===== src/rtl/sal_bank_arbiter.sv =====
// sal_bank_arbiter: inter-bank command arbiter between per-bank FSMs and the
// DFI command path. It issues at most one grant per cycle and picks the command
// class by priority: PRE > RD > WR > ACT > REF. Inside a class, banks are served
// round-robin from one shared pointer. The arbiter also enforces the DDR2
// inter-bank spacings tRRD, tCCD, tWTR and tRTW.
//
// Optional feature macro: SAL_SCHED_TFAW_EN. When it is defined, the arbiter
// also enforces the tFAW rule: at most 4 ACT grants in any rolling TFAW-cycle
// window.
//
// Ports:
//   clk, rst             clock, synchronous active-high reset
//   act/rd/wr/pre/ref_req per-bank requests, held until granted
//   act/rd/wr/pre/ref_gnt one-hot grants, combinational (zero latency)
//   gnt_valid            a grant is issued this cycle
//   gnt_bk               granted bank index (0 when no grant)
//   gnt_cmd              0 none, 1 ACT, 2 RD, 3 WR, 4 PRE, 5 REF
module sal_bank_arbiter #(
  parameter int unsigned BK_CNT = 8,
  parameter int unsigned TRRD   = 2,
  parameter int unsigned TCCD   = 2,
  parameter int unsigned TWTR   = 3,
  parameter int unsigned TRTW   = 4,
  parameter int unsigned TFAW   = 10
) (
  input  logic                      clk,
  input  logic                      rst,
  input  logic [BK_CNT-1:0]         act_req,
  input  logic [BK_CNT-1:0]         rd_req,
  input  logic [BK_CNT-1:0]         wr_req,
  input  logic [BK_CNT-1:0]         pre_req,
  input  logic [BK_CNT-1:0]         ref_req,
  output logic [BK_CNT-1:0]         act_gnt,
  output logic [BK_CNT-1:0]         rd_gnt,
  output logic [BK_CNT-1:0]         wr_gnt,
  output logic [BK_CNT-1:0]         pre_gnt,
  output logic [BK_CNT-1:0]         ref_gnt,
  output logic                      gnt_valid,
  output logic [$clog2(BK_CNT)-1:0] gnt_bk,
  output logic [2:0]                gnt_cmd
);

  localparam int unsigned BK_W  = $clog2(BK_CNT);
  localparam int unsigned ACT_W = $clog2(TRRD + 1);
  localparam int unsigned CAS_W = $clog2(TCCD + 1);
  localparam int unsigned WTR_W = $clog2(TWTR + 1);
  localparam int unsigned RTW_W = $clog2(TRTW + 1);

  typedef enum logic [2:0] {
    CMD_NONE = 3'd0,
    CMD_ACT  = 3'd1,
    CMD_RD   = 3'd2,
    CMD_WR   = 3'd3,
    CMD_PRE  = 3'd4,
    CMD_REF  = 3'd5
  } cmd_e;

  logic [ACT_W-1:0]  act_cnt;
  logic [CAS_W-1:0]  cas_cnt;
  logic [WTR_W-1:0]  wtr_cnt;
  logic [RTW_W-1:0]  rtw_cnt;
  logic [BK_W-1:0]   rr_ptr;

  logic              act_ok;
  logic              faw_ok;
  logic              rd_ok;
  logic              wr_ok;
  cmd_e              sel_cmd;
  logic [BK_CNT-1:0] sel_req;
  logic              found;
  logic [BK_W-1:0]   sel_bk;
  logic [BK_W-1:0]   scan_idx;
  logic [BK_CNT-1:0] gnt_hot;
  logic              is_act;
  logic              is_rd;
  logic              is_wr;

`ifdef SAL_SCHED_TFAW_EN
  localparam int unsigned FAW_W = $clog2(TFAW + 1);

  logic [FAW_W-1:0] faw_slot [4];
  logic             faw_free;
  logic [1:0]       faw_load_idx;

  // Lowest-index idle slot takes the next ACT. ACT is blocked while none is idle.
  always_comb begin
    faw_free     = 1'b0;
    faw_load_idx = 2'd0;
    for (int i = 3; i >= 0; i--) begin
      if (faw_slot[i] == '0) begin
        faw_free     = 1'b1;
        faw_load_idx = 2'(i);
      end
    end
  end

  assign faw_ok = faw_free;

  // Rolling tFAW window slots.
  always_ff @(posedge clk) begin
    if (rst) begin
      for (int i = 0; i < 4; i++) faw_slot[i] <= '0;
    end else begin
      for (int i = 0; i < 4; i++) begin
        if (is_act && faw_load_idx == 2'(i)) begin
          faw_slot[i] <= FAW_W'(TFAW - 1);
        end else if (faw_slot[i] != '0) begin
          faw_slot[i] <= faw_slot[i] - FAW_W'(1);
        end
      end
    end
  end
`else
  // TFAW has no effect in this build.
  logic tfaw_unused;
  assign tfaw_unused = ^TFAW;
  assign faw_ok      = 1'b1;
`endif

  assign rd_ok  = (cas_cnt == '0) && (wtr_cnt == '0);
  assign wr_ok  = (cas_cnt == '0) && (rtw_cnt == '0);
  assign act_ok = (act_cnt == '0) && faw_ok;

  // Class selection: the highest-priority class that is both requested and timing-eligible.
  always_comb begin
    sel_cmd = CMD_NONE;
    sel_req = '0;
    if (!rst) begin
      if (|pre_req) begin
        sel_cmd = CMD_PRE;
        sel_req = pre_req;
      end else if ((|rd_req) && rd_ok) begin
        sel_cmd = CMD_RD;
        sel_req = rd_req;
      end else if ((|wr_req) && wr_ok) begin
        sel_cmd = CMD_WR;
        sel_req = wr_req;
      end else if ((|act_req) && act_ok) begin
        sel_cmd = CMD_ACT;
        sel_req = act_req;
      end else if (|ref_req) begin
        sel_cmd = CMD_REF;
        sel_req = ref_req;
      end
    end
  end

  // Round-robin: first requesting bank at or after rr_ptr. The index wraps
  // naturally because BK_CNT is a power of two.
  always_comb begin
    found    = 1'b0;
    sel_bk   = '0;
    scan_idx = '0;
    for (int i = 0; i < BK_CNT; i++) begin
      scan_idx = rr_ptr + BK_W'(i);
      if (!found && sel_req[scan_idx]) begin
        found  = 1'b1;
        sel_bk = scan_idx;
      end
    end
  end

  // Grant fan-out into the per-class one-hot vectors.
  always_comb begin
    gnt_hot   = found ? (BK_CNT'(1) << sel_bk) : '0;
    act_gnt   = (sel_cmd == CMD_ACT) ? gnt_hot : '0;
    rd_gnt    = (sel_cmd == CMD_RD)  ? gnt_hot : '0;
    wr_gnt    = (sel_cmd == CMD_WR)  ? gnt_hot : '0;
    pre_gnt   = (sel_cmd == CMD_PRE) ? gnt_hot : '0;
    ref_gnt   = (sel_cmd == CMD_REF) ? gnt_hot : '0;
    gnt_valid = found;
    gnt_bk    = sel_bk;
    gnt_cmd   = found ? sel_cmd : CMD_NONE;
  end

  assign is_act = found && (sel_cmd == CMD_ACT);
  assign is_rd  = found && (sel_cmd == CMD_RD);
  assign is_wr  = found && (sel_cmd == CMD_WR);

  // Spacing counters. A load on grant takes priority over the saturating decrement.
  always_ff @(posedge clk) begin
    if (rst) begin
      act_cnt <= '0;
      cas_cnt <= '0;
      wtr_cnt <= '0;
      rtw_cnt <= '0;
      rr_ptr  <= '0;
    end else begin
      if (is_act)              act_cnt <= ACT_W'(TRRD - 1);
      else if (act_cnt != '0)  act_cnt <= act_cnt - ACT_W'(1);

      if (is_rd || is_wr)      cas_cnt <= CAS_W'(TCCD - 1);
      else if (cas_cnt != '0)  cas_cnt <= cas_cnt - CAS_W'(1);

      if (is_wr)               wtr_cnt <= WTR_W'(TWTR - 1);
      else if (wtr_cnt != '0)  wtr_cnt <= wtr_cnt - WTR_W'(1);

      if (is_rd)               rtw_cnt <= RTW_W'(TRTW - 1);
      else if (rtw_cnt != '0)  rtw_cnt <= rtw_cnt - RTW_W'(1);

      if (found)               rr_ptr  <= sel_bk + BK_W'(1);
    end
  end

endmodule


===== config.mk =====
export PLATFORM = sky130hd
export DESIGN_NAME = sal_bank_arbiter
export DESIGN_NICKNAME = d
export VERILOG_FILES = /design/src/rtl/sal_bank_arbiter.sv
export SDC_FILE = /design/constraint.sdc
export NUM_CORES = 1
export LEC_CHECK = 0
export CAP_MARGIN = 0
export CORE_MARGIN = 2
export CORE_UTILIZATION = 35
export DETAILED_ROUTE_END_ITERATION = 10
export PLACE_DENSITY_LB_ADDON = 0.3
export SETUP_SLACK_MARGIN = 0.2
export SLEW_MARGIN = 25
export SYNTH_ARGS = -nofsm -noshare
export SYNTH_HDL_FRONTEND = slang
export SYNTH_SLANG_ARGS = --single-unit

===== constraint.sdc =====
create_clock -name clk -period 5.58 [get_ports clk]
set_input_delay 0.837 -clock clk [delete_from_list [all_inputs] [get_ports clk]]
set_output_delay 0.837 -clock clk [all_outputs]
set_load 0.02 [all_outputs]

# After elaboration in Yosys (flattened, before gate mapping)

Cells that the tools add are included.

Shifts and indexed selects: 1
Multiplexer cells: 59
Reductions and logical operators: 44
Magnitude comparators: 8
Eq/ne operators: 5
$add $sub $neg: 12

Operators by type and width:

| kind                                                       | count |
|---|---|
| two-way mux 8 bit                                          | 12 |
| two-way mux 3 bit                                          | 15 |
| OR reduction 8 bit                                         | 5 |
| less-than comparator 3 x 4 -> 1 bit, second input constant | 8 |
| binary-select mux 1 bit (select 3 bit)                     | 8 |
| two-way mux 1 bit                                          | 20 |
| logical AND 1 bit                                          | 15 |
| nonzero test 2 bit                                         | 7 |
| adder 3 bit, second input constant                         | 4 |
| two-way mux 2 bit                                          | 4 |
| OR reduction 2 bit                                         | 4 |
| << shifter 1 x 3 -> 8 bit, first input constant            | 1 |
| zero test 1 bit                                            | 7 |
| adder 3 x 1 -> 3 bit, second input constant                | 2 |
| adder 3 x 2 -> 3 bit, second input constant                | 2 |
| equality test 3 x 2 -> 1 bit, second input constant        | 2 |
| equality test 3 bit, second input constant                 | 2 |
| zero test 2 bit                                            | 3 |
| subtractor 2 x 1 -> 2 bit, second input constant           | 3 |
| equality test 3 x 1 -> 1 bit, second input constant        | 1 |
| zero test 3 bit                                            | 1 |
| nonzero test 3 bit                                         | 1 |
| subtractor 3 x 1 -> 3 bit, second input constant           | 1 |
| logical OR 1 bit                                           | 1 |

Register bits after elaboration: 12
Word-level logic and storage cells: 138
Output and inout bits: 47

# Logic depth before layout (Yosys ltp)

Gate-level depths: netlist of run 1.

Word-level depth: 34
Gate-level depth with buffers: 17
Depth with buffers taken out: 16

# Least setup slack after synthesis of run 1

Ideal clock, no wire load.

Path kind: input -> output
Start point: input port rd_req[4]
End point: output port pre_gnt[3]
Setup slack: 0.314 ns
Cell stages on the path: 14
Data arrival time: 4.429 ns
Buffers on the path: 0
Cell sequence: or4_4 o21ai_4 a311oi_1 a211o_1 a32oi_1 nor3b_1 nand3_1 nor4_1 nand2b_1 o21a_1 nor2_1 ha_1 nand2_1 nor3_1

Word-level cells in the longest chain between the ends: 32
Elaborated cells on any way between the ends: 58
Those cells by class: eq/ne: 1; shift: 1; mux: 40; reduce/logical: 16

RTL lines:

| element                                 | line | text |
|---|---|---|
| start: declaration                      | 29   | `input logic [BK_CNT-1:0] rd_req,` |
| OR reduction 8 bit                      | 132  | `end else if ((\|rd_req) && rd_ok) begin` |
| logical AND 1 bit                       | 132  |  |
| two-way mux 8 bit                       | 132  |  |
| two-way mux 8 bit                       | 129  | `if (\|pre_req) begin` |
| two-way mux 8 bit                       | 128  | `if (!rst) begin` |
| binary-select mux 1 bit (select 3 bit)  | 156  | `if (!found && sel_req[scan_idx]) begin` |
| two-way mux 1 bit (not written as such) | 156  |  |
| two-way mux 1 bit                       | 156  |  |
| (+16 left out)                          | n/a  |  |
| logical AND 1 bit                       | 156  |  |
| two-way mux 1 bit                       | 156  |  |
| zero test 1 bit                         | 156  |  |
| logical AND 1 bit                       | 156  |  |
| two-way mux 3 bit                       | 156  |  |
| << shifter 1 x 3 -> 8 bit               | 165  | `gnt_hot = found ? (BK_CNT'(1) << sel_bk) : '0;` |
| two-way mux 8 bit                       | 165  |  |
| two-way mux 8 bit *                     | 169  | `pre_gnt = (sel_cmd == CMD_PRE) ? gnt_hot : '0;` |
| end: declaration                        | 36   | `output logic [BK_CNT-1:0] pre_gnt,` |

Every way passes the cells marked *; elsewhere a longest branch is shown, timed or not. The select of a mux whose other input is x is not followed.

# Worst setup path after layout of run 1

Start point: input port rd_req[3]
End point: output port pre_gnt[2]

The elaborated chain is that of the path after synthesis.

==> results of run 1 <==
## logic make-up after synthesis
family	after synthesis
buffers and inverters	38
AOI/OAI and AO/OA	123
DFF	12
and+or+nand+nor	198
muxes	4
xor gates and xnor gates	7
adders and majority gates	10
## tightest hold or removal path, delay by kind of cell (launching register included)
kind | cells | cell delay [ns]
compound gates | 1 | 0.12
simple gates | 1 | 0.05
flops | 1 | 0.30
## worst min-delay path by stage
stage	start	to	slack (ns)	cells after the start
floorplan	wtr_cnt[0]	wtr_cnt[1]	0.49	2
global placement	wtr_cnt[0]	wtr_cnt[1]	0.50	2
detailed placement	act_cnt[1]	act_cnt[1]	0.50	2
CTS	act_cnt[1]	act_cnt[1]	0.52	2
global route	cas_cnt[1]	cas_cnt[1]	0.55	2
finish	act_cnt[1]	act_cnt[1]	0.51	2
## cell usage after synthesis, types with 6 or more instances
master / number
nor2_1: 38
and2_1: 10
nor3_1: 20
dfxtp_1: 12
a211oi_1: 12
nand2_1: 43
a21oi_1: 17
inv_1: 19
ha_1: 10
nor3_2: 6
and3_2: 6
and3_1: 7
nor4b_1: 8
nor4_1: 11
nand3_1: 12
a22oi_1: 7
a311oi_1: 7
clkbuf_1: 11
o21ai_0: 13
## power breakdown
part | switching, mW | internal, mW
Combinational | 1.60 | 1.40
Sequential | 0.0252 | 0.115
Clock | 0.0290 | 0.0473
## timing repair
action | in CTS | in global routing
pin swaps | 29 | 33
setup buffers | 11 | 23
hold buffers | 0 | 0
gates cloned | 0 | 2
endpoints found under the setup margin | 44 | 44
gates resized for setup | 215 | 172
## registers in the layout, summed over array words and instances, names as in the netlist
register  flops
act_cnt       2
rr_ptr        3
cas_cnt       2
rtw_cnt       3
wtr_cnt       2
## cell usage in the layout, fill, tap and decap left out, types with 5 or more instances in the layout
cell type	instances
nor4b_1	5
dlygate4sd2_1	11
nor3_2	9
clkbuf_2	9
buf_6	21
clkdlybuf4s15_2	5
and2_1	7
a211oi_2	6
clkdlybuf4s50_1	12
a211oi_1	6
nor2_4	8
o21ai_0	7
ha_1	6
dlymetal6s2s_1	11
dfxtp_1	12
buf_2	14
a21oi_1	14
and3_1	7
inv_1	17
a21o_1	5
nand3_1	11
o22ai_1	5
nor4_1	7
nand2_1	42
nor2_1	26
nor3_1	14
nor4_4	7
buf_4	147
and3_2	6
## per-layer routing
metal  vias up  wire [µm]  track usage (%)
li1       1979          -                -
met2       236       6670             46.8
met5         -          0                0
met4         0        337             9.56
met1      2007       5400             34.9
met3        30       1060             4.64
## per-stage QoR
stage | cell area, µm² | hold WS [ns] | utilization [%]
2_1_floorplan | 2750 | 0.491 | -
3_3_place_gp | 4540 | 0.501 | 59.1
3_5_place_dp | 4540 | 0.504 | 59.1
4_1_cts | 4890 | 0.515 | 63.7
5_1_grt | 5440 | 0.548 | 70.8
6_report | 5440 | 0.515 | 70.8
## final cells by class
cell class | count | area [µm²]
clock buffers | 3 | 41.3
fillers | 610 | 2240
inverters | 20 | 80.1
multi-input cells | 343 | 2970
flip-flops and latches | 12 | 240
well taps | 102 | 128
repair buffers | 238 | 1990
==> impl_metrics.py, run 1 <==
metrics = {
    "place": {
        "numPortBuffers": 88,
        "pre_cts_slack_ns": -0.737,
        "gp_congestion": 0.970,
        "dp.final_hpwl_um": 9020,
        "dp_cells": 679,
    },
    "power_and_ir_drop": {
        "p_leak_nw": 2.37,
        "ir_drop_mv": 0.576,
        "finalPower_mw": 3.22,
        "p_per_area_nw_per_um2": 591,
    },
    "synthesis": {
        "synth-simple-area-share_pct": 41.5,
        "synthAdderAreaFrac_pct": 4.55,
        "synthTopCellsByArea": "dfxtp_1 8.7%, nand2_1 5.9%, nor2_1 5.2%",
        "synth-xor-area-share_pct": 2.23,
        "synth_top_family_by_area": "simple AND/OR/NAND/NOR gates",
        "ys_ff_latch": 12,
        "synth.area.mux_share_pct": 1.45,
        "synth_top_area_share_pct": 8.73,
        "syn_inst": 392,
        "ys_warn_count": 0,
        "syn_area_per_cell_um2": 7.02,
        "synth_compound_area_share_pct": 35.3,
        "synth_area_um2": 2750,
        "synth_flop_cell": "dfxtp_1",
        "synth-edff-count": 0,
        "synth_fp_nets": 444,
        "ys_seq_area_share_pct": 8.73,
        "synth_cell_types": 81,
        "synth_largest_area_cell": "dfxtp_1",
        "async_flop_share_pct": 0,
    },
    "setup_path": {
        "crit_type": "input pin to output pin",
        "cp_data_arrival_time_ns": 4.66,
        "cp_common_cell": "buf_4",
        "path_cells": "buf_6, or4_4, o21a_4, buf_12, a311oi_1, buf_4, o221a_2, o21ai_2, a311oi_2, buf_4, nand3b_1, buf_4, a2111oi_4, o32a_4, inv_6, buf_12, nand2_8, nor3_4, buf_6",
        "path_depth": 19,
        "cp-end-kind": "output pin",
        "ff2ff_path_depth": 18,
        "cp_max_fo": 6,
        "r2r_start": "cas_cnt[0]",
        "endpoint": "pre_gnt[2]",
        "cpPeakStageDelay_ns": 0.56,
        "crit_start": "rd_req[3]",
        "reg2reg_to": "rr_ptr[2]",
        "worst-path-buf-inv": 8,
        "r2r_slack_ns": 1.34,
        "path_delay_family": "compound AO/OA/AOI/OAI gates",
        "cp.required_ns": 4.74,
        "slowest_stage": "or4_4",
        "critPathLaunchType": "input pin",
    },
    "floorplanning": {
        "fp.dieH_um": 92.7,
        "rows": 32,
        "die_area_um2": 8590,
        "core_area_um2": 7690,
        "start_util_pct": 35.8,
        "io_pins": 89,
        "die_x_um": 92.7,
    },
    "drt": {
        "wirelength_um": 13500,
        "via_count": 4252,
        "wl_per_cell_um": 18.8,
        "drt-initial-drc-count": 278,
        "via_per_inst": 5.92,
        "antenna_left": 0,
        "first_pass_iters": 5,
        "drc": 0,
    },
    "layout": {
        "drive_above_1_share_pct": 52.3,
        "n_antenna_cell": 0,
        "final_cells": 718,
        "syn_to_final_growth_pct": 97.7,
        "nets": 670,
    },
    "clock_network": {
        "cts_buffers": 3,
        "insertion_delay_ns": 0.24,
        "htree_levels": 1,
        "clock_sinks": 12,
        "cts_tree": "done",
        "clockRootBuffer": "clkbuf_8",
        "clockBufferDepth": 2,
        "clk_pin_slew_worst_paths_ns": 0.05,
    },
    "sta": {
        "clock_skew_ns": 0.00111,
        "setup_viol": 0,
        "slew_violations": 0,
        "period_share_pct": 98.5,
        "rsz0062_at_grt": "yes",
        "worstMarginPinSlew_ns": 0.842,
        "fmax_ghz": 0.182,
        "period_needed_ns": 5.49,
        "worst_slack_ns": 0.0863,
        "max_slew_margin_pct": 43.4,
        "fin_setup_tns_ns": 0,
        "final-hold-violation-count": 0,
    },
    "global_routing": {
        "grt-ovfl-total": 0,
        "grt_use_total_pct": 27.5,
        "antenna_found_initial": 0,
        "grt_pass1_wl_um": 19400,
        "first_global_vias": 4185,
        "grt_max_degree": 37,
    },
    "status": {
        "status": "complete, no violations",
    },
    "job": {
        "cap_violations": 0,
    },
    "worst_hold_path": {
        "hold_class": "flip-flop to flip-flop",
    },
}
(Power assumes the default switching activity.)
==> run 2: changes to the inputs <==
--- a/config.mk
+++ b/config.mk
@@ -11,6 +11,7 @@
 export DETAILED_ROUTE_END_ITERATION = 10
 export PLACE_DENSITY_LB_ADDON = 0.3
 export SETUP_SLACK_MARGIN = 0.2
+export SKIP_LAST_GASP = 1
 export SLEW_MARGIN = 25
 export SYNTH_ARGS = -nofsm -noshare
 export SYNTH_HDL_FRONTEND = slang
==> results of run 2 <==
Same layout as run 1: the final DEF is identical, and so are final timing and power.
==> run 3: changes to the inputs <==
--- a/config.mk
+++ b/config.mk
@@ -6,8 +6,11 @@
 export NUM_CORES = 1
 export LEC_CHECK = 0
 export CAP_MARGIN = 0
+export CELL_PAD_IN_SITES_DETAIL_PLACEMENT = 2
+export CELL_PAD_IN_SITES_GLOBAL_PLACEMENT = 2
 export CORE_MARGIN = 2
-export CORE_UTILIZATION = 35
+export CORE_UTILIZATION = 26
+export CTS_BUF_LIST = sky130_fd_sc_hd__clkbuf_8
 export DETAILED_ROUTE_END_ITERATION = 10
 export PLACE_DENSITY_LB_ADDON = 0.3
 export SETUP_SLACK_MARGIN = 0.2
==> impl_metrics.py, run 3 <==
metrics = {
    "synthesis": {
        "ys_seq_area_share_pct": 8.73,
        "synth-simple-area-share_pct": 41.5,
        "synthTopCellsByCount": "43 x nand2_1, 38 x nor2_1, 20 x nor3_1, 19 x inv_1, 17 x a21oi_1",
        "synthAdderAreaFrac_pct": 4.55,
        "syn_inst": 392,
        "synth_area_um2": 2750,
        "async_flop_share_pct": 0,
        "yosysMostFrequentCell": "nand2_1",
        "ys_ff_latch": 12,
        "synthTopCellsByArea": "dfxtp_1 8.7%, nand2_1 5.9%, nor2_1 5.2%",
        "synth_top_family_by_area": "simple AND/OR/NAND/NOR gates",
        "synth_top_area_share_pct": 8.73,
        "synth-xor-area-share_pct": 2.23,
        "ys_warn_count": 0,
        "synth_fp_nets": 444,
        "synth_compound_area_share_pct": 35.3,
        "syn_area_per_cell_um2": 7.02,
        "synth_cell_types": 81,
        "synth_largest_area_cell": "dfxtp_1",
        "synth.area.mux_share_pct": 1.45,
        "synth-edff-count": 0,
        "synth_flop_cell": "dfxtp_1",
    },
    "global_routing": {
        "antenna_found_initial": 0,
        "grt_max_degree": 21,
    },
    "clock_network": {
        "clockBufferDepth": 2,
        "holdBufCountCts": 0,
        "cts_buffers": 3,
        "htree_levels": 1,
        "clock_sinks": 12,
        "clockRootBuffer": "clkbuf_8",
    },
    "sta": {
        "worst_path_end_type": "output port",
        "grt_worst_setup_endpoint": "pre_gnt[7]",
    },
    "place": {
        "numPortBuffers": 88,
        "gp_congestion": 0.879,
        "placed_cell_area_um2": 4570,
        "dp.final_hpwl_um": 12400,
        "pre_cts_slack_ns": -1.00,
    },
    "status": {
        "error": "[ERROR DPL-0033] detailed placement checks failed during check placement.",
        "status": "did not finish",
        "stop_stage": "global routing (5_1_grt)",
    },
    "floorplanning": {
        "fp.dieH_um": 107,
        "die_x_um": 107,
        "io_pins": 89,
        "rows": 37,
        "start_util_pct": 26.7,
    },
}
[run 3: cell counts after synthesis]
No cell type changed its count.
[run 3: per-stage QoR]
step	utilization (%)	hold slack, ns	TNS (ns)	cells
after floorplan	-	0.491	0	392
after global placement	44.3	0.504	-28.86	711
after detailed placement	44.3	0.533	-37.52	711
after CTS	50.1	0.545	0	742
[run 3: kinds of logic after synthesis]
kind of cell,count (synthesis)
XOR/XNOR,7
multiplexers,4
flip-flops,12
AND/OR/NAND/NOR,198
AO/OA/AOI/OAI,123
adder cells (fa/ha/maj),10
buffers and inverters,38
[run 3: repair_timing]
item	4_1_cts
resized for setup	299
setup endpoints to repair	44
pin swaps	36
buffers inserted	28
==> run 4: changes to the inputs <==
==> config.mk (replaced) <==
export PLATFORM = sky130hd
export DESIGN_NAME = sal_bank_arbiter
export DESIGN_NICKNAME = d
export VERILOG_FILES = /design/src/rtl/sal_bank_arbiter.sv
export SDC_FILE = /design/constraint.sdc
export NUM_CORES = 1
export LEC_CHECK = 0
export CAP_MARGIN = 0
export CORE_MARGIN = 2
export CORE_UTILIZATION = 20
export DETAILED_ROUTE_END_ITERATION = 10
export PLACE_DENSITY_LB_ADDON = 0.15
export SKIP_LAST_GASP = 1
export SLEW_MARGIN = 25
export SYNTH_ARGS = -nofsm -noshare
export SYNTH_HDL_FRONTEND = slang
export SYNTH_SLANG_ARGS = --single-unit
==> impl_metrics.py, run 4 (same netlist as run 1, synthesis figures left out) <==
metrics = {
    "clock_network": {
        "cts_buffers": 3,
        "clk_pin_slew_worst_paths_ns": 0.04,
        "clockRootBuffer": "clkbuf_16",
        "clock_sinks": 12,
        "clockBufferDepth": 2,
        "holdBufCountCts": 0,
        "htree_levels": 1,
        "insertion_delay_ns": 0.24,
        "cts_tree": "done",
    },
    "global_routing": {
        "first_global_vias": 4123,
        "grt_use_total_pct": 17.3,
        "antenna_found_initial": 0,
        "grt_max_degree": 38,
        "grt_pass1_wl_um": 20700,
        "grt-ovfl-total": 0,
    },
    "floorplanning": {
        "io_pins": 89,
        "rows": 42,
        "die_x_um": 121,
        "fp.dieH_um": 121,
        "die_area_um2": 14700,
        "core_area_um2": 13300,
        "start_util_pct": 20.6,
    },
    "setup_path": {
        "cp_data_arrival_time_ns": 4.62,
        "cp-end-kind": "output pin",
        "cp.required_ns": 4.74,
        "crit_type": "input pin to output pin",
        "critPathLaunchType": "input pin",
        "cp_max_fo": 5,
    },
    "drt": {
        "drc": 0,
        "antenna_left": 0,
        "via_per_inst": 5.14,
        "wirelength_um": 12900,
        "wl_per_cell_um": 16.5,
        "via_count": 4021,
        "drt-initial-drc-count": 263,
        "first_pass_iters": 5,
    },
    "power_and_ir_drop": {
        "p_clk_share_pct": 5.2,
        "internal_power_mw": 1.35,
        "p_seq_share_pct": 4.6,
        "ir_drop_mv": 0.560,
        "pwr-share-comb_pct": 90.2,
        "p_leak_nw": 2.36,
        "p_sw_share_pct": 51.7,
        "finalPower_mw": 2.80,
        "p_per_area_nw_per_um2": 539,
        "p_sw_mw": 1.45,
    },
    "place": {
        "gp_congestion": 0.834,
        "placed_cell_area_um2": 4610,
        "dp.final_hpwl_um": 9920,
        "numPortBuffers": 88,
    },
    "layout": {
        "top_regs": "rr_ptr (3), rtw_cnt (3)",
        "mostFrequentLayoutCell": "buf_4",
        "n_antenna_cell": 0,
        "stdcell_area_um2": 5190,
        "final_cell_mix": "144 x buf_4, 42 x nand2_1, 36 x nor2_1",
        "nets": 659,
        "drive_above_1_share_pct": 44.2,
        "syn_to_final_growth_pct": 88.5,
    },
    "job": {
        "cap_violations": 0,
    },
    "sta": {
        "period_needed_ns": 5.46,
        "slew_violations": 0,
        "max_slew_margin_pct": 52.5,
        "final-hold-violation-count": 0,
        "fmax_ghz": 0.183,
        "clock_skew_ns": 0.000864,
        "worstMarginPinSlew_ns": 0.711,
        "worst_hold_slack_ns": 0.514,
        "setup_viol": 0,
        "period_share_pct": 97.9,
    },
    "worst_hold_path": {
        "hold_class": "flip-flop to flip-flop",
    },
    "status": {
        "status": "complete, no violations",
    },
}
-- run 4: metrics by stage --
step / cells / TNS, ns / setup WS (ns) / utilization [%]
floorplan: 392 / 0 / 0.314 / -
global placement: 751 / -25.08 / -0.688 / 34.5
detailed placement: 751 / -24.76 / -0.675 / 34.5
CTS: 773 / -0.703 / -0.113 / 37.2
global route: 782 / -0.00386 / -0.00386 / 38.9
finish: 782 / 0 / 0.119 / 38.9
-- run 4: worst paths after layout --
kind,startpoint,end,slack (ns),cells past startpoint
hold / removal,act_cnt[1],act_cnt[1],0.51,2
setup reg to reg,cas_cnt[0],rr_ptr[2],1.32,17
hold reg to reg,act_cnt[1],act_cnt[1],0.51,2
setup / recovery,act_req[5],pre_gnt[7],0.12,16
-- run 4: power by group through the flow --
stage | Clock [mW] | Combinational [mW] | Sequential [mW]
after global placement | 0 | 2.00 | 0.131
after detailed placement | 0 | 1.98 | 0.132
after global routing | 0.153 | 2.72 | 0.133
after CTS | 0.149 | 2.20 | 0.130
final | 0.145 | 2.52 | 0.130
after floorplan | 0 | 1.20 | 0.127
-- run 4: timing repair --
item / CTS / global route
setup buffers: 17 / 9
setup endpoints to repair: 44 / 44
pin swaps: 9 / 25
endpoints found under the hold margin: 0 / 0
gates cloned: 1 / 0
gates resized for setup: 151 / 111
-- run 4: layer usage --
layer | part of all wire, % | up-vias | GRT usage (%)
met2 | 48 | 137 | 30.0
met4 | 0.80 | 0 | 3.23
met5 | 0 | - | 0
met3 | 6.2 | 6 | 3.10
li1 | - | 1956 | -
met1 | 45 | 1922 | 22.6
-- run 4: area by class of cell --
class	instances	area, µm²
Inverter	20	77.6
Clock buffer	4	88.8
Fill cell	1441	8160
Tap cell	176	220
Sequential cell	12	240
Multi-Input combinational cell	343	2720
Timing Repair Buffer	227	1840
-- run 4: worst max-delay path, cell delays in order --
cell and delay [ns]:
clkdlybuf4s50_1 0.50, nor4_2 0.06, buf_4 0.16, a21o_1 0.15, a221o_1 0.34, a211o_1 0.35
and2_2 0.25, a32oi_4 0.28, buf_4 0.16, nand2_2 0.09, or4_4 0.53, o32a_4 0.27
buf_4 0.16, ha_4 0.17, and3_1 0.15, buf_2 0.16
